## src/rtl/booth_seq_divider_pkg.sv

```systemverilog
// Shared definitions for the tile arithmetic unit (divider and Booth multiplier).
package booth_seq_divider_pkg;

    localparam int N_DEF = 4;

    typedef enum logic [1:0] {
        IDLE = 2'd0,
        LOAD = 2'd1,
        CALC = 2'd2,
        FIX  = 2'd3
    } state_t;

endpackage

```

## src/rtl/booth_seq_divider_if.sv

```systemverilog
// Start/done handshake and operand/result bus of the sequential divider.
interface booth_seq_divider_if #(parameter int N = 4);

    logic             ena;
    logic             start;
    logic [2*N-1:0]   dividend;
    logic [N-1:0]     divisor;
    logic             busy;
    logic             done;
    logic [2*N-1:0]   quotient;
    logic [N-1:0]     remainder;
    logic             div_zero;
    logic             overflow;

    modport master (
        output ena, start, dividend, divisor,
        input  busy, done, quotient, remainder, div_zero, overflow
    );

    modport slave (
        input  ena, start, dividend, divisor,
        output busy, done, quotient, remainder, div_zero, overflow
    );

endinterface

```

## src/rtl/booth_seq_divider_twos_abs_neg.sv

```systemverilog
// Combinational conditional two's-complement negate; with neg_i = sign bit it yields |a|.
module twos_abs_neg #(
    parameter int W = 4
) (
    input  logic [W-1:0] a_i,
    input  logic         neg_i,
    output logic [W-1:0] y_o
);

    assign y_o = neg_i ? (~a_i + W'(1)) : a_i;

endmodule

```

## src/rtl/booth_seq_divider.sv

```systemverilog
// Sequential signed restoring divider: 2N-bit dividend / N-bit divisor, one quotient bit per clock.
module booth_seq_divider
    import booth_seq_divider_pkg::*;
#(
    parameter int N = N_DEF
) (
    input  logic                 clk,
    input  logic                 rst_n,
    booth_seq_divider_if.slave   bus
);

    localparam int QW = 2 * N;
    localparam int CW = $clog2(QW);

    state_t          state_q;
    logic [CW-1:0]   cnt_q;
    logic [QW-1:0]   dq_q;
    logic [N-1:0]    rem_q;
    logic [N:0]      dvs_q;
    logic            sd_q, ss_q, dz_q, ov_q;
    logic            busy_q, done_q, dz_out_q, ov_out_q;
    logic [QW-1:0]   quot_q;
    logic [N-1:0]    rem_out_q;

    logic [QW:0]     dvd_ext, dvd_mag;
    logic [N:0]      dvs_ext, dvs_mag;
    logic [N:0]      sh;
    logic [N+1:0]    trial;
    logic [N-1:0]    rem_d;
    logic [QW-1:0]   dq_d;
    logic [QW-1:0]   q_fix;
    logic [N-1:0]    r_fix;
    logic            is_dz, is_ov;
    logic            unused_ok;

    // Magnitudes are one bit wider so the most negative operands have a positive form.
    assign dvd_ext = {bus.dividend[QW-1], bus.dividend};
    assign dvs_ext = {bus.divisor[N-1], bus.divisor};

    twos_abs_neg #(.W(QW+1)) u_dvd_abs (.a_i(dvd_ext), .neg_i(bus.dividend[QW-1]), .y_o(dvd_mag));
    twos_abs_neg #(.W(N+1))  u_dvs_abs (.a_i(dvs_ext), .neg_i(bus.divisor[N-1]),   .y_o(dvs_mag));
    twos_abs_neg #(.W(QW))   u_q_fix   (.a_i(dq_q),    .neg_i(sd_q ^ ss_q),        .y_o(q_fix));
    twos_abs_neg #(.W(N))    u_r_fix   (.a_i(rem_q),   .neg_i(sd_q),               .y_o(r_fix));

    assign is_dz = (bus.divisor == '0);
    assign is_ov = (bus.dividend == {1'b1, {(QW-1){1'b0}}}) && (bus.divisor == '1);

    // Partial remainder stays below |divisor| <= 2^(N-1), so N bits hold it between steps.
    assign sh    = {rem_q, dq_q[QW-1]};
    assign trial = {1'b0, sh} - {1'b0, dvs_q};
    assign rem_d = trial[N+1] ? sh[N-1:0] : trial[N-1:0];
    assign dq_d  = {dq_q[QW-2:0], ~trial[N+1]};

    assign unused_ok = &{1'b0, dvd_mag[QW], trial[N]};

    always_ff @(posedge clk) begin
        if (!rst_n) begin
            state_q   <= IDLE;
            cnt_q     <= '0;
            dq_q      <= '0;
            rem_q     <= '0;
            dvs_q     <= '0;
            sd_q      <= 1'b0;
            ss_q      <= 1'b0;
            dz_q      <= 1'b0;
            ov_q      <= 1'b0;
            busy_q    <= 1'b0;
            done_q    <= 1'b0;
            dz_out_q  <= 1'b0;
            ov_out_q  <= 1'b0;
            quot_q    <= '0;
            rem_out_q <= '0;
        end else if (bus.ena) begin
            case (state_q)
                IDLE: begin
                    busy_q <= 1'b0;
                    done_q <= 1'b0;
                    if (bus.start) begin
                        state_q  <= LOAD;
                        dz_out_q <= 1'b0;
                        ov_out_q <= 1'b0;
                    end
                end
                LOAD: begin
                    busy_q <= 1'b1;
                    sd_q   <= bus.dividend[QW-1];
                    ss_q   <= bus.divisor[N-1];
                    dvs_q  <= dvs_mag;
                    dz_q   <= is_dz;
                    ov_q   <= is_ov;
                    cnt_q  <= '0;
                    dq_q   <= dvd_mag[QW-1:0];
                    if (is_dz) begin
                        // Raw low dividend bits become the remainder on divide-by-zero.
                        rem_q   <= bus.dividend[N-1:0];
                        state_q <= FIX;
                    end else begin
                        rem_q   <= '0;
                        state_q <= CALC;
                    end
                end
                CALC: begin
                    rem_q <= rem_d;
                    dq_q  <= dq_d;
                    cnt_q <= cnt_q + CW'(1);
                    if (cnt_q == CW'(QW - 1))
                        state_q <= FIX;
                end
                FIX: begin
                    done_q    <= 1'b1;
                    quot_q    <= dz_q ? '1 : q_fix;
                    rem_out_q <= dz_q ? rem_q : r_fix;
                    dz_out_q  <= dz_q;
                    ov_out_q  <= ov_q;
                    state_q   <= IDLE;
                end
                default: state_q <= IDLE;
            endcase
        end
    end

    assign bus.busy      = busy_q;
    assign bus.done      = done_q;
    assign bus.quotient  = quot_q;
    assign bus.remainder = rem_out_q;
    assign bus.div_zero  = dz_out_q;
    assign bus.overflow  = ov_out_q;

endmodule

```

## src/flat_wrapper.sv

```systemverilog
// flat-port wrapper written by rule: the top's interface ports become plain ports
module booth_seq_divider_flat import booth_seq_divider_pkg::*;
#(
    parameter int N = N_DEF
)
  (clk, rst_n, bus_ena, bus_start, bus_dividend, bus_divisor, bus_busy, bus_done, bus_quotient, bus_remainder, bus_div_zero, bus_overflow);
  booth_seq_divider_if #(.N(N)) bus_i ();
  input  logic clk;
  input  logic rst_n;
  input wire logic [$bits(bus_i.ena)-1:0] bus_ena;
  input wire logic [$bits(bus_i.start)-1:0] bus_start;
  input wire logic [$bits(bus_i.dividend)-1:0] bus_dividend;
  input wire logic [$bits(bus_i.divisor)-1:0] bus_divisor;
  output wire logic [$bits(bus_i.busy)-1:0] bus_busy;
  output wire logic [$bits(bus_i.done)-1:0] bus_done;
  output wire logic [$bits(bus_i.quotient)-1:0] bus_quotient;
  output wire logic [$bits(bus_i.remainder)-1:0] bus_remainder;
  output wire logic [$bits(bus_i.div_zero)-1:0] bus_div_zero;
  output wire logic [$bits(bus_i.overflow)-1:0] bus_overflow;
  assign bus_i.ena = bus_ena;
  assign bus_i.start = bus_start;
  assign bus_i.dividend = bus_dividend;
  assign bus_i.divisor = bus_divisor;
  assign bus_busy = bus_i.busy;
  assign bus_done = bus_i.done;
  assign bus_quotient = bus_i.quotient;
  assign bus_remainder = bus_i.remainder;
  assign bus_div_zero = bus_i.div_zero;
  assign bus_overflow = bus_i.overflow;
  booth_seq_divider #(.N(N)) u_core (.clk(clk), .rst_n(rst_n), .bus(bus_i));
endmodule
```

## config.mk

```make
export PLATFORM = sky130hd
export DESIGN_NAME = booth_seq_divider_flat
export DESIGN_NICKNAME = d
export VERILOG_FILES = /design/src/rtl/booth_seq_divider_pkg.sv /design/src/rtl/booth_seq_divider_if.sv /design/src/rtl/booth_seq_divider_twos_abs_neg.sv /design/src/rtl/booth_seq_divider.sv /design/src/flat_wrapper.sv
export SDC_FILE = /design/constraint.sdc
export NUM_CORES = 1
export LEC_CHECK = 0
export BUFFER_PORTS_ARGS = -buffer_cell sky130_fd_sc_hd__buf_2
export CAP_MARGIN = 20
export CORE_MARGIN = 1
export CORE_UTILIZATION = 36
export CTS_BUF_LIST = sky130_fd_sc_hd__clkbuf_8
export DETAILED_ROUTE_END_ITERATION = 8
export PLACE_DENSITY = 0.56
export SLEW_MARGIN = 40
export SYNTH_ARGS = -nofsm -noshare
export SYNTH_HDL_FRONTEND = slang
export SYNTH_SLANG_ARGS = --single-unit
```

## constraint.sdc

```tcl
create_clock -name clk -period 2.5 [get_ports clk]
set_clock_uncertainty 0.2 [all_clocks]
set_input_delay 0.125 -clock clk [delete_from_list [all_inputs] [get_ports clk]]
set_output_delay 0.125 -clock clk [all_outputs]
set_load 0.02 [all_outputs]
```

After elaboration in Yosys (flattened, before gate mapping)
Cells that the tools add are included.
{ "totals": {"ff_bits": 42, "inputBits": 16, "output_inout_bits": 16, "elab_cells": 68} }
{ "op_classes": {"add_sub_neg": 6, "eq_ne": 8, "muxes": 20, "bitwise": 6, "n_reduce_logical": 13} }
{ "ops": {"columns": ["operator", "count"], "rows": [
  ["$mux 8", 3],
  ["$add 8x1->8 const B", 2],
  ["$mux 4", 4],
  ["$not 8->8", 2],
  ["$pmux 8 s2", 1],
  ["$reduce_and 2->1", 5],
  ["$eq 8x8->1 const B", 1],
  ["$pmux 1 s2", 4],
  ["$pmux 2 s4", 1],
  ["$pmux 4 s2", 1],
  ["$pmux 3 s2", 1],
  ["$reduce_and 3->1", 2],
  ["$reduce_bool 2->1", 3],
  ["$sub 5x5->6", 1],
  ["$add 5x1->5 const B", 1],
  ["$mux 5", 1],
  ["$not 5->5", 1],
  ["$add 4x1->4 const B", 1],
  ["$eq 2x2->1 const B", 2],
  ["$eq 4x4->1 const B", 1],
  ["$logic_not 4->1", 1],
  ["$mux 2", 2],
  ["$not 4->4", 1],
  ["$add 3x1->3 const B", 1],
  ["9 further kinds", 10]
]} }

Longest topological paths before layout
Gate-level depths: netlist (run 1).
{ "logic_depth": {"depth_word": 4, "mapped_depth": 8} }

By module
A second synthesis (run 1) with hierarchy kept.
{ "hier_totals": {"cells_unflattened": 325, "area_unflattened_um2": 2740.1} }
{ "by_module_without_submodules": {"columns": ["module", "n_inst", "cells_each", "area_each_um2", "seq_area_each_um2"], "rows": [
  ["booth_seq_divider", 1, 253, 2203.4, 840.8],
  ["twos_abs_neg at u_core.u_dvd_abs", 1, 26, 181.4, 0.0],
  ["twos_abs_neg at u_core.u_q_fix", 1, 21, 171.4, 0.0],
  ["twos_abs_neg at u_core.u_dvs_abs", 1, 15, 111.4, 0.0],
  ["twos_abs_neg at u_core.u_r_fix", 1, 10, 72.6, 0.0]
]} }

Worst setup path before layout (run 1)
OpenSTA, ideal clock, no wires.
{ "synth_path": {"kind": "register -> register", "from": "reg u_core.dq_q[7]", "to": "reg u_core.rem_q[2]", "arrival_ns": 1.653, "required_time_ns": 2.213, "path_slack_ns": 0.560, "path_stages_with_launch": 8, "path_buffers": 0, "period_less_slack_ns": 1.940, "path_cell_list": "dfxtp_1 inv_1 ha_1 inv_1 fa_1 xnor2_1 a311o_1 o31ai_1"} }
{ "synth_between": {"elab_chain_len": 3} }
{ "synth_lines": {"columns": ["element", "line_no", "source"], "rows": [
  ["from (decl)", "booth_seq_divider.sv:17", "logic [QW-1:0] dq_q;"],
  ["from (signal assigned)", "booth_seq_divider.sv:92", "dq_q <= dvd_mag[QW-1:0];"],
  ["from (signal assigned)", "booth_seq_divider.sv:104", "dq_q <= dq_d;"],
  ["$sub 5x5->6", "booth_seq_divider.sv:50", "assign trial = {1'b0, sh} - {1'b0, dvs_q};"],
  ["$mux 4", "booth_seq_divider.sv:51", "assign rem_d = trial[N+1] ? sh[N-1:0] : trial[N-1:0];"],
  ["$pmux 4 s2", "booth_seq_divider.sv:74", "case (state_q)"],
  ["to (signal assigned)", "booth_seq_divider.sv:95", "rem_q <= bus.dividend[N-1:0];"],
  ["to (signal assigned)", "booth_seq_divider.sv:103", "rem_q <= rem_d;"],
  ["to (decl)", "booth_seq_divider.sv:18", "logic [N-1:0] rem_q;"]
]} }
Every way passes these cells.
A chain may end at the register's enable or synchronous reset.

Worst setup path after layout (run 1)
Same ends and word-level chain as after synthesis.

==> impl_metrics.py, run 1 <==
metrics = {
    "pwr": {
        "ir_drop_mv": 0.343,
        "switching_power_w": 0.000484,
        "p_comb_share_pct": 22.5,
        "clockPowerShare_pct": 32.4,
        "p_int_w": 0.00112,
        "seq_power_share_pct": 45.2,
        "p_sw_share_pct": 30.1,
        "power_density_nw_per_um2": 561,
        "p_leak_nw": 1.10,
    },
    "synthesis": {
        "synth-compound-area-share_pct": 22.3,
        "synthSimpleGateAreaFrac_pct": 21.8,
        "yosysTopAreaCell": "dfxtp_1",
        "muxShareOfSynthArea_pct": 1.69,
        "yosys_warnings": 0,
        "avgSynthCellArea_sq_um": 8.13,
        "synth_edf_count": 0,
        "yosysUniqueCellTypes": 56,
        "syn_nets": 335,
        "synth_fa_ha_area_share_pct": 9.51,
        "synth_top_area_share_pct": 34.4,
        "syn_inst": 301,
        "synth_top_cells_by_count": "42 x dfxtp_1, 31 x nand2_1, 27 x a21oi_1",
        "post-synth-top-count-cell": "dfxtp_1",
        "synth_top_family_by_area": "compound AO/OA/AOI/OAI gates",
        "synthXorXnorAreaFrac_pct": 4.65,
        "synth_ff_type": "dfxtp_1",
        "ys_seq_area_share_pct": 34.4,
        "synth_area_sq_um": 2450,
        "ys_top_cells_by_area": "dfxtp_1 34%, ha_1 8.7%, a21oi_1 5.5%, nand2_1 4.8%, xnor2_1 4.3%",
        "ys_ff_latch": 42,
        "async_flop_share_pct": 0,
    },
    "setup_path": {
        "cp_num_cells": 7,
        "worstReg2RegStart": "u_core.dq_q[7]",
        "start_kind": "flop",
        "worst_setup_path_end_kind": "flop",
        "r2r_slack_ns": 0.46,
        "cp_data_required_time_ns": 2.52,
        "crit_chain": "inv_1, ha_1, inv_1, fa_1, xnor2_1, a311o_1, o31ai_1",
        "cp_common_cell": "inv_1",
        "cp.arrival_ns": 2.06,
        "critPathTopFamily": "adder cells",
        "worst-r2r-cell-count": 7,
        "cpPeakStageDelay_ns": 0.43,
        "critical_path_class": "flop to flop",
        "r2r_end": "u_core.rem_q[2]",
        "crit_fanout": 3,
        "path_buf_inv": 2,
        "critPathSlowestCell": "fa_1",
    },
    "timing": {
        "final-hold-violation-count": 0,
        "setup_slack_ns": 0.460,
        "period_share_pct": 81.6,
        "fmaxAchievable_mhz": 490,
        "layout_min_cycle_time_ns": 2.04,
        "setup_tns_ns": 0,
        "worst-slew-pin-transition_ns": 0.538,
        "rsz0062_at_grt": "no",
        "setup_viol": 0,
        "finalMaxSlewViolations": 0,
        "relSlewSlack_pct": 64.1,
    },
    "run": {
        "cap_violations": 0,
    },
    "die": {
        "start_util_pct": 37.9,
        "dieWidth_microns": 84.5,
        "die_y_microns": 84.5,
        "rows": 29,
        "coreArea_sq_um": 6460,
        "die_area_sq_um": 7130,
        "design.portCount": 32,
    },
    "cells_and_area": {
        "diodes": 0,
        "drive_above_1_share_pct": 15.6,
        "layout.nets": 372,
        "area_growth_pct": 17.0,
        "nFillCells": 679,
    },
    "global_routing": {
        "grt_util_all_layers_pct": 18.1,
        "grt.overflow.total": 0,
        "grt_pass1_vias": 2114,
        "grt_pass1_wl_mm": 10.3,
        "grt_antenna_before_repair": 0,
        "grt_max_degree": 29,
    },
    "clocking": {
        "postCtsHoldBufs": 7,
        "cts_htree_levels": 2,
        "cts_buffers": 5,
        "clockBufferDepth": 2,
        "clock_latency_ns": 0.30,
        "clock-root-buffer": "clkbuf_8",
        "post_cts_resize_count": 0,
        "post_cts_buffers": 0,
        "cts_tree": "done",
        "cts.sinks": 42,
        "cts.clk_slew.worst_paths_ns": 0.08,
    },
    "detailed_routing": {
        "vias_per_cell": 5.35,
        "dr.pass1.iters": 6,
        "drt_iter0_markers": 147,
        "ant_nets": 0,
        "finalWirelength_mm": 5.95,
        "drc": 6,
        "num_vias": 2225,
        "wl_per_cell_microns": 14.3,
    },
    "placed_design": {
        "pre_cts_slack_ns": 0.457,
        "place_hpwl_mm": 4.38,
        "place.gp.congestion": 0.848,
        "portBuffers": 31,
    },
    "worst_hold_path": {
        "min_from": "bus_ena",
        "hp-class": "input pin to flop",
        "holdPathStages": 3,
        "holdPathEnd": "u_core.bus.overflow",
    },
    "status": {
        "violations": "design-rule violations",
        "run_status": "finished with violations",
    },
}
-- power by group through the flow --
stage / sequential (W) / combinational [W] / clock (W)
6_report: 0.000725 / 0.000361 / 0.000520
5_1_grt: 0.000730 / 0.000412 / 0.000559
4_1_cts: 0.000725 / 0.000363 / 0.000532
3_5_place_dp: 0.000741 / 0.000352 / 0
3_3_place_gp: 0.000740 / 0.000351 / 0
2_1_floorplan: 0.000739 / 0.000251 / 0
-- worst max-delay path by stage --
stage	endpoint	startpoint	slack, ns
6_report	u_core.rem_q[2]	u_core.dq_q[7]	0.46
5_1_grt	u_core.rem_q[2]	u_core.dq_q[7]	0.34
4_1_cts	u_core.rem_q[2]	u_core.dq_q[7]	0.45
3_5_place_dp	u_core.rem_q[2]	u_core.dq_q[7]	0.46
3_3_place_gp	u_core.rem_q[2]	u_core.dq_q[7]	0.50
2_1_floorplan	u_core.rem_q[2]	u_core.dq_q[7]	0.56
-- sequential cells by signal, indices dropped and copies added (netlist names), 2 cells and up --
signal                count
u_core.bus.quotient       8
u_core.bus.remainder      4
u_core.dq_q               8
u_core.dvs_q              5
u_core.rem_q              4
u_core.cnt_q              3
u_core.state_q            2
-- cell families (layout without fill, tap and decap cells) --
| logic type | Yosys count | in the layout |
|---|---|---|
| mux | 4 | 4 |
| buf+inv | 35 | 73 |
| xor+xnor | 13 | 13 |
| simple gates | 104 | 104 |
| compound gates | 85 | 85 |
| fa+ha+maj | 18 | 18 |
| flops | 42 | 42 |
-- worst register-to-register path: cells and delay by family, from the launching register on --
family	cells	cell delay [ns]
compound gates	2	0.52
flops	1	0.34
fa+ha+maj	2	0.61
xor+xnor	1	0.15
buf+inv	2	0.15
-- metal layers --
metal  global-route usage (%)  part of all wire, %
met1                     25.3                   50
met2                     29.1                   45
met3                     3.34                  4.2
met4                     4.16                 0.86
met5                        0                    0
-- cell usage in the layout, fill, tap and decap left out, types with 4 or more instances in the layout --
cell type / synthesis / final
dfxtp_1: 42 / 42
nand2_1: 31 / 31
buf_2: 3 / 31
a21oi_1: 27 / 27
nor2_1: 24 / 24
inv_1: 19 / 19
ha_1: 17 / 17
xnor2_1: 12 / 12
o21ai_0: 11 / 11
a31oi_1: 9 / 9
nand4_1: 8 / 8
nor3_1: 8 / 8
nand3_1: 8 / 8
clkbuf_8: 0 / 8
dlygate4sd3_1: 0 / 7
a211oi_1: 6 / 6
buf_4: 1 / 6
and2_1: 5 / 5
nor2b_1: 5 / 5
o31ai_1: 5 / 5
o211ai_1: 4 / 4
o21ai_1: 4 / 4
-- per-stage QoR --
stage / area (sq um) / hold slack (ns) / util (%) / std cells / total power [W]
floorplan: 2450 / 0.0610 / - / 301 / 0.000990
global placement: 2680 / 0.198 / 41.6 / 401 / 0.00109
detailed placement: 2680 / 0.202 / 41.6 / 401 / 0.00109
CTS: 2860 / 0.00388 / 44.3 / 416 / 0.00162
global route: 2860 / 0.0274 / 44.3 / 416 / 0.00170
finish: 2860 / 0.00411 / 44.3 / 416 / 0.00161
-- cell type report --
| type | instances | area [sq um] | area share (%) |
|---|---|---|---|
| Sequential cell | 42 | 841 | 29.4 |
| Tap cell | 77 | 96.3 | 3.36 |
| Multi-Input combinational cell | 224 | 1470 | 51.2 |
| Timing Repair Buffer | 44 | 270 | 9.44 |
| Inverter | 21 | 78.8 | 2.75 |
| Clock buffer | 8 | 110 | 3.84 |
Power figures use the tool's default switching activity.
==> inputs of run 2 (changes only) <==
- clock period: 2.5 -> 2.1 ns (I/O delays scaled with it)
==> impl_metrics.py, run 2 (same netlist as run 1, synthesis figures left out) <==
metrics = {
    "setup_path": {
        "crit_fanout": 3,
        "critical_path_class": "flop to flop",
        "cpPeakStageDelay_ns": 0.38,
        "worstReg2RegStart": "u_core.dq_q[7]",
        "cp.arrival_ns": 2.02,
        "r2r_end": "u_core.rem_q[2]",
        "worst_setup_path_end_kind": "flop",
        "critPathSlowestCell": "fa_2",
        "start_kind": "flop",
        "cp_common_cell": "inv_1",
        "crit_chain": "inv_1, ha_2, inv_1, fa_2, xnor2_1, a311o_1, o31ai_1",
        "path_buf_inv": 2,
        "setup.worst_path.start": "u_core.dq_q[7]",
        "critPathTopFamily": "adder cells",
        "cp_data_required_time_ns": 2.12,
        "r2r_slack_ns": 0.1,
        "worst-r2r-cell-count": 7,
    },
    "die": {
        "coreArea_sq_um": 6460,
        "die_y_microns": 84.5,
        "dieWidth_microns": 84.5,
        "die_area_sq_um": 7130,
        "rows": 29,
        "start_util_pct": 37.9,
        "design.portCount": 32,
    },
    "timing": {
        "setup_viol": 0,
        "worst-slew-pin-transition_ns": 0.595,
        "final-hold-violation-count": 0,
        "setup_slack_ns": 0.0994,
        "fmaxAchievable_mhz": 500,
        "setup_tns_ns": 0,
        "relSlewSlack_pct": 60.3,
        "layout_min_cycle_time_ns": 2.00,
        "timing.hold.ws_ns": 0.0123,
        "rsz0062_at_grt": "no",
        "finalMaxSlewViolations": 0,
        "period_share_pct": 95.3,
    },
    "global_routing": {
        "grt_pass1_vias": 2168,
        "grt_max_degree": 29,
        "grt_pass1_wl_mm": 10.2,
        "grt_antenna_before_repair": 0,
        "grt_util_all_layers_pct": 18.1,
        "grt.overflow.total": 0,
    },
    "cells_and_area": {
        "fin_area_sq_um": 2940,
        "final_common_cell": "dfxtp_1",
        "most-common-layout-cells": "41 x dfxtp_1, 31 x nand2_1, 31 x buf_2, 27 x a21oi_1, 24 x nor2_1",
        "nFillCells": 682,
        "diodes": 0,
        "area_growth_pct": 20.1,
        "drive_above_1_share_pct": 18.2,
        "layout.nets": 380,
    },
    "pwr": {
        "p_sw_share_pct": 30.1,
        "clockPowerShare_pct": 32.7,
        "p_leak_nw": 1.14,
        "power_density_nw_per_um2": 667,
        "ir_drop_mv": 0.417,
        "switching_power_w": 0.000590,
        "p_int_w": 0.00137,
        "p_comb_share_pct": 23.3,
        "seq_power_share_pct": 44.0,
    },
    "worst_hold_path": {
        "holdPathEnd": "u_core.bus.quotient[4]",
        "hp-class": "input pin to flop",
        "min_from": "rst_n",
        "holdPathStages": 3,
    },
    "detailed_routing": {
        "wl_per_cell_microns": 14.6,
        "finalWirelength_mm": 6.19,
        "vias_per_cell": 5.46,
        "dr.pass1.iters": 6,
        "drt_iter0_markers": 142,
        "num_vias": 2315,
        "ant_nets": 0,
        "drc": 3,
    },
    "placed_design": {
        "place_area_sq_um": 2730,
        "portBuffers": 31,
        "place.gp.congestion": 0.881,
        "place_hpwl_mm": 4.48,
        "pre_cts_slack_ns": 0.0430,
    },
    "clocking": {
        "clock_latency_ns": 0.30,
        "cts.clk_slew.worst_paths_ns": 0.09,
        "post_cts_buffers": 0,
        "cts.sinks": 42,
        "cts_tree": "done",
        "cts_buffers": 5,
        "clockBufferDepth": 2,
        "clock-root-buffer": "clkbuf_8",
        "cts_htree_levels": 2,
    },
    "run": {
        "cap_violations": 0,
    },
    "status": {
        "run_status": "finished with violations",
        "violations": "design-rule violations",
    },
}
==> run 2: cell types whose count changed in the layout (fill, tap and decap cells not counted), sizes merged <==
cell	before	now
buf	37	43
bufinv	0	1
clkbuf	8	5
clkinv	0	2
dlygate4sd3	7	9
==> run 2: worst max-delay path by stage <==
stage / end / cells past startpoint / slack, ns
floorplan: u_core.rem_q[2] / 7 / 0.16
global placement: u_core.rem_q[2] / 7 / 0.10
detailed placement: u_core.rem_q[2] / 7 / 0.04
CTS: u_core.rem_q[2] / 7 / 0.03
global route: u_core.dq_q[4] / 8 / 0.005
finish: u_core.rem_q[2] / 7 / 0.1
==> run 2: power by group through the flow <==
stage / clock, W / sequential, W / combinational (W)
after detailed placement: 0 / 0.000879 / 0.000435
after global placement: 0 / 0.000878 / 0.000433
final: 0.000642 / 0.000862 / 0.000457
after global routing: 0.000689 / 0.000865 / 0.000514
after CTS: 0.000663 / 0.000860 / 0.000449
after floorplan: 0 / 0.000879 / 0.000299
==> run 2: repair_timing <==
action	4_1_cts	5_1_grt
hold buffers	9	0
endpoints found under the hold margin	12	0
setup endpoints to repair	0	2
resized for setup	0	4
==> run 2: final cells by class <==
class                      count  area [sq um]  share of cell area, %
clock buffer                   5          68.8                   2.34
clock inverter                 3          40.0                   1.36
timing repair buffer          52           335                   11.4
sequential                    42           842                   28.6
tap                           77          96.3                   3.28
inverter                      21          78.8                   2.68
multi-input combinational    224          1480                   50.3
==> run 2: tightest hold or removal path, delay by kind of cell <==
kind	cells	cell delay, ns
buffers and inverters	1	0.21
AOI/OAI and AO/OA	2	0.16
==> run 2: per-stage QoR <==
step	util, %	std cells	total power, W
CTS	45.3	424	0.00197
finish	45.5	424	0.00196
global placement	42.3	407	0.00131
floorplan	-	301	0.00118
detailed placement	42.3	407	0.00131
global route	45.5	424	0.00207
==> run 2: per-layer routing <==
metal  routed length, microns  vias to the layer above  track usage [%]
met3                      318                       14             3.24
met1                     2920                     1060             23.5
met4                       95                        0             5.55
li1                         -                     1172                -
met2                     2860                       69             30.8
met5                        0                        -                0
==> inputs of run 3 (changes only) <==
- CELL_PAD_IN_SITES_DETAIL_PLACEMENT: unset -> 2
- CELL_PAD_IN_SITES_GLOBAL_PLACEMENT: unset -> 2
- CORE_UTILIZATION: 36 -> 35
- PLACE_DENSITY: 0.56 -> 0.83
==> impl_metrics.py, run 3 (same netlist as run 1, synthesis figures left out) <==
metrics = {
    "cells_and_area": {
        "most-common-layout-cells": "40 x dfxtp_1, 31 x buf_2, 30 x nand2_1, 27 x a21oi_1, 24 x nor2_1",
        "drive_above_1_share_pct": 19.6,
        "layout.nets": 380,
        "post_layout_nonfiller_instances": 427,
        "fin_area_sq_um": 2930,
        "final_common_cell": "dfxtp_1",
        "diodes": 0,
        "area_growth_pct": 19.7,
        "postLayoutCoreUtil_pct": 43.4,
    },
    "pwr": {
        "ir_drop_mv": 0.295,
        "power_density_nw_per_um2": 655,
        "p_leak_nw": 1.14,
    },
    "timing": {
        "fmaxAchievable_mhz": 491,
        "setup_viol": 0,
        "period_share_pct": 97.0,
        "final-hold-violation-count": 0,
        "finalMaxSlewViolations": 0,
        "relSlewSlack_pct": 64.2,
        "worst-slew-pin-transition_ns": 0.536,
        "setup_slack_ns": 0.0622,
        "layout_min_cycle_time_ns": 2.04,
        "timing.hold.ws_ns": 0.0199,
        "rsz0062_at_grt": "yes",
    },
    "clocking": {
        "cts.clk_slew.worst_paths_ns": 0.08,
        "cts_htree_levels": 2,
        "cts_tree": "done",
        "clock_latency_ns": 0.30,
        "clockBufferDepth": 2,
        "cts.sinks": 42,
        "cts_buffers": 5,
        "post_cts_buffers": 0,
        "clock-root-buffer": "clkbuf_8",
    },
    "status": {
        "run_status": "finished clean",
    },
    "setup_path": {
        "r2r_slack_ns": 0.07,
        "critical_path_class": "input pin to flop",
        "cp_data_required_time_ns": 2.12,
        "worst_setup_path_end_kind": "flop",
        "start_kind": "input pin",
        "r2r_end": "u_core.rem_q[2]",
        "cp.arrival_ns": 2.06,
        "worstReg2RegStart": "u_core.dq_q[7]",
        "worst-r2r-cell-count": 7,
        "crit_fanout": 4,
    },
    "detailed_routing": {
        "drc": 0,
        "finalWirelength_mm": 8.01,
        "vias_per_cell": 5.63,
        "wl_per_cell_microns": 18.8,
        "drt_iter0_markers": 93,
        "dr.pass1.iters": 4,
        "num_vias": 2405,
        "ant_nets": 0,
    },
    "placed_design": {
        "portBuffers": 31,
        "dpl.cell_count": 412,
        "place_area_sq_um": 2750,
        "place_hpwl_mm": 5.96,
        "place.gp.congestion": 0.865,
        "pre_cts_slack_ns": -0.0169,
    },
    "die": {
        "rows": 30,
        "dieWidth_microns": 85.6,
        "die_area_sq_um": 7330,
        "design.portCount": 32,
        "die_y_microns": 85.6,
        "coreArea_sq_um": 6760,
        "start_util_pct": 36.2,
    },
    "global_routing": {
        "met3_usage_pct": 3.66,
        "grt_antenna_before_repair": 0,
        "grt_pass1_vias": 2608,
        "grtUsageMet1_pct": 27.2,
        "grt.overflow.total": 0,
        "busiest_layer": "met2",
        "grt_pass1_wl_mm": 13.2,
        "grt_max_degree": 29,
        "use_met2_pct": 42.3,
        "grt_util_all_layers_pct": 23.0,
    },
    "worst_hold_path": {
        "holdPathStages": 3,
        "holdPathEnd": "u_core.dq_q[0]",
        "hp-class": "input pin to flop",
        "min_from": "bus_dividend[0]",
    },
    "run": {
        "cap_violations": 0,
    },
}
-- run 3: metrics by stage --
stage	setup TNS, ns	power, W
4_1_cts	0	0.00192
6_report	0	0.00192
2_1_floorplan	0	0.00118
3_5_place_dp	-0.0169	0.00136
3_3_place_gp	0	0.00133
5_1_grt	-0.0336	0.00202
-- run 3: area by class of cell --
type	instances	area, sq um
Sequential cell	42	843
Clock inverter	2	8.76
Fill cell	798	3830
Multi-Input combinational cell	224	1490
Tap cell	80	100
Clock buffer	6	82.6
Timing Repair Buffer	52	330
Inverter	21	78.8
-- run 3: per-layer routing --
metal | vias up | share of wire [%]
met5 | - | 0
met4 | 0 | 1.6
met3 | 11 | 2.6
met2 | 43 | 51
met1 | 1175 | 45
li1 | 1176 | -
-- run 3: critical path, stage by stage --
cell           delay [ns]
dlygate4sd3_1        0.54
buf_2                0.15
inv_1                0.08
ha_1                 0.18
nor3b_2              0.37
a21oi_1              0.15
a311o_1              0.29
o31ai_1              0.18
-- run 3: report_power, final --
| part | internal [W] | switching [W] |
|---|---|---|
| combinational | 0.000205 | 0.000302 |
| clock | 0.000261 | 0.000289 |
| sequential | 0.000830 | 0.0000329 |
-- run 3: how the worst max path moves through the flow --
| stage | start | to | slack (ns) | cells after the start |
|---|---|---|---|---|
| global route | u_core.dq_q[7] | u_core.rem_q[2] | -0.02 | 7 |
| detailed placement | u_core.dq_q[7] | u_core.rem_q[2] | -0.02 | 7 |
| global placement | u_core.dq_q[7] | u_core.rem_q[2] | 0.10 | 7 |
| finish | bus_divisor[0] | u_core.rem_q[2] | 0.06 | 8 |
| floorplan | u_core.dq_q[7] | u_core.rem_q[2] | 0.16 | 7 |
| CTS | u_core.dq_q[7] | u_core.rem_q[2] | 0.01 | 7 |
-- run 3: timing repair --
action                     in CTS  in global routing
setup endpoints to repair       1                  6
hold buffers                    7                  0
hold endpoints to repair        7                  0
cloned                          0                  0
gates resized for setup         3                  5
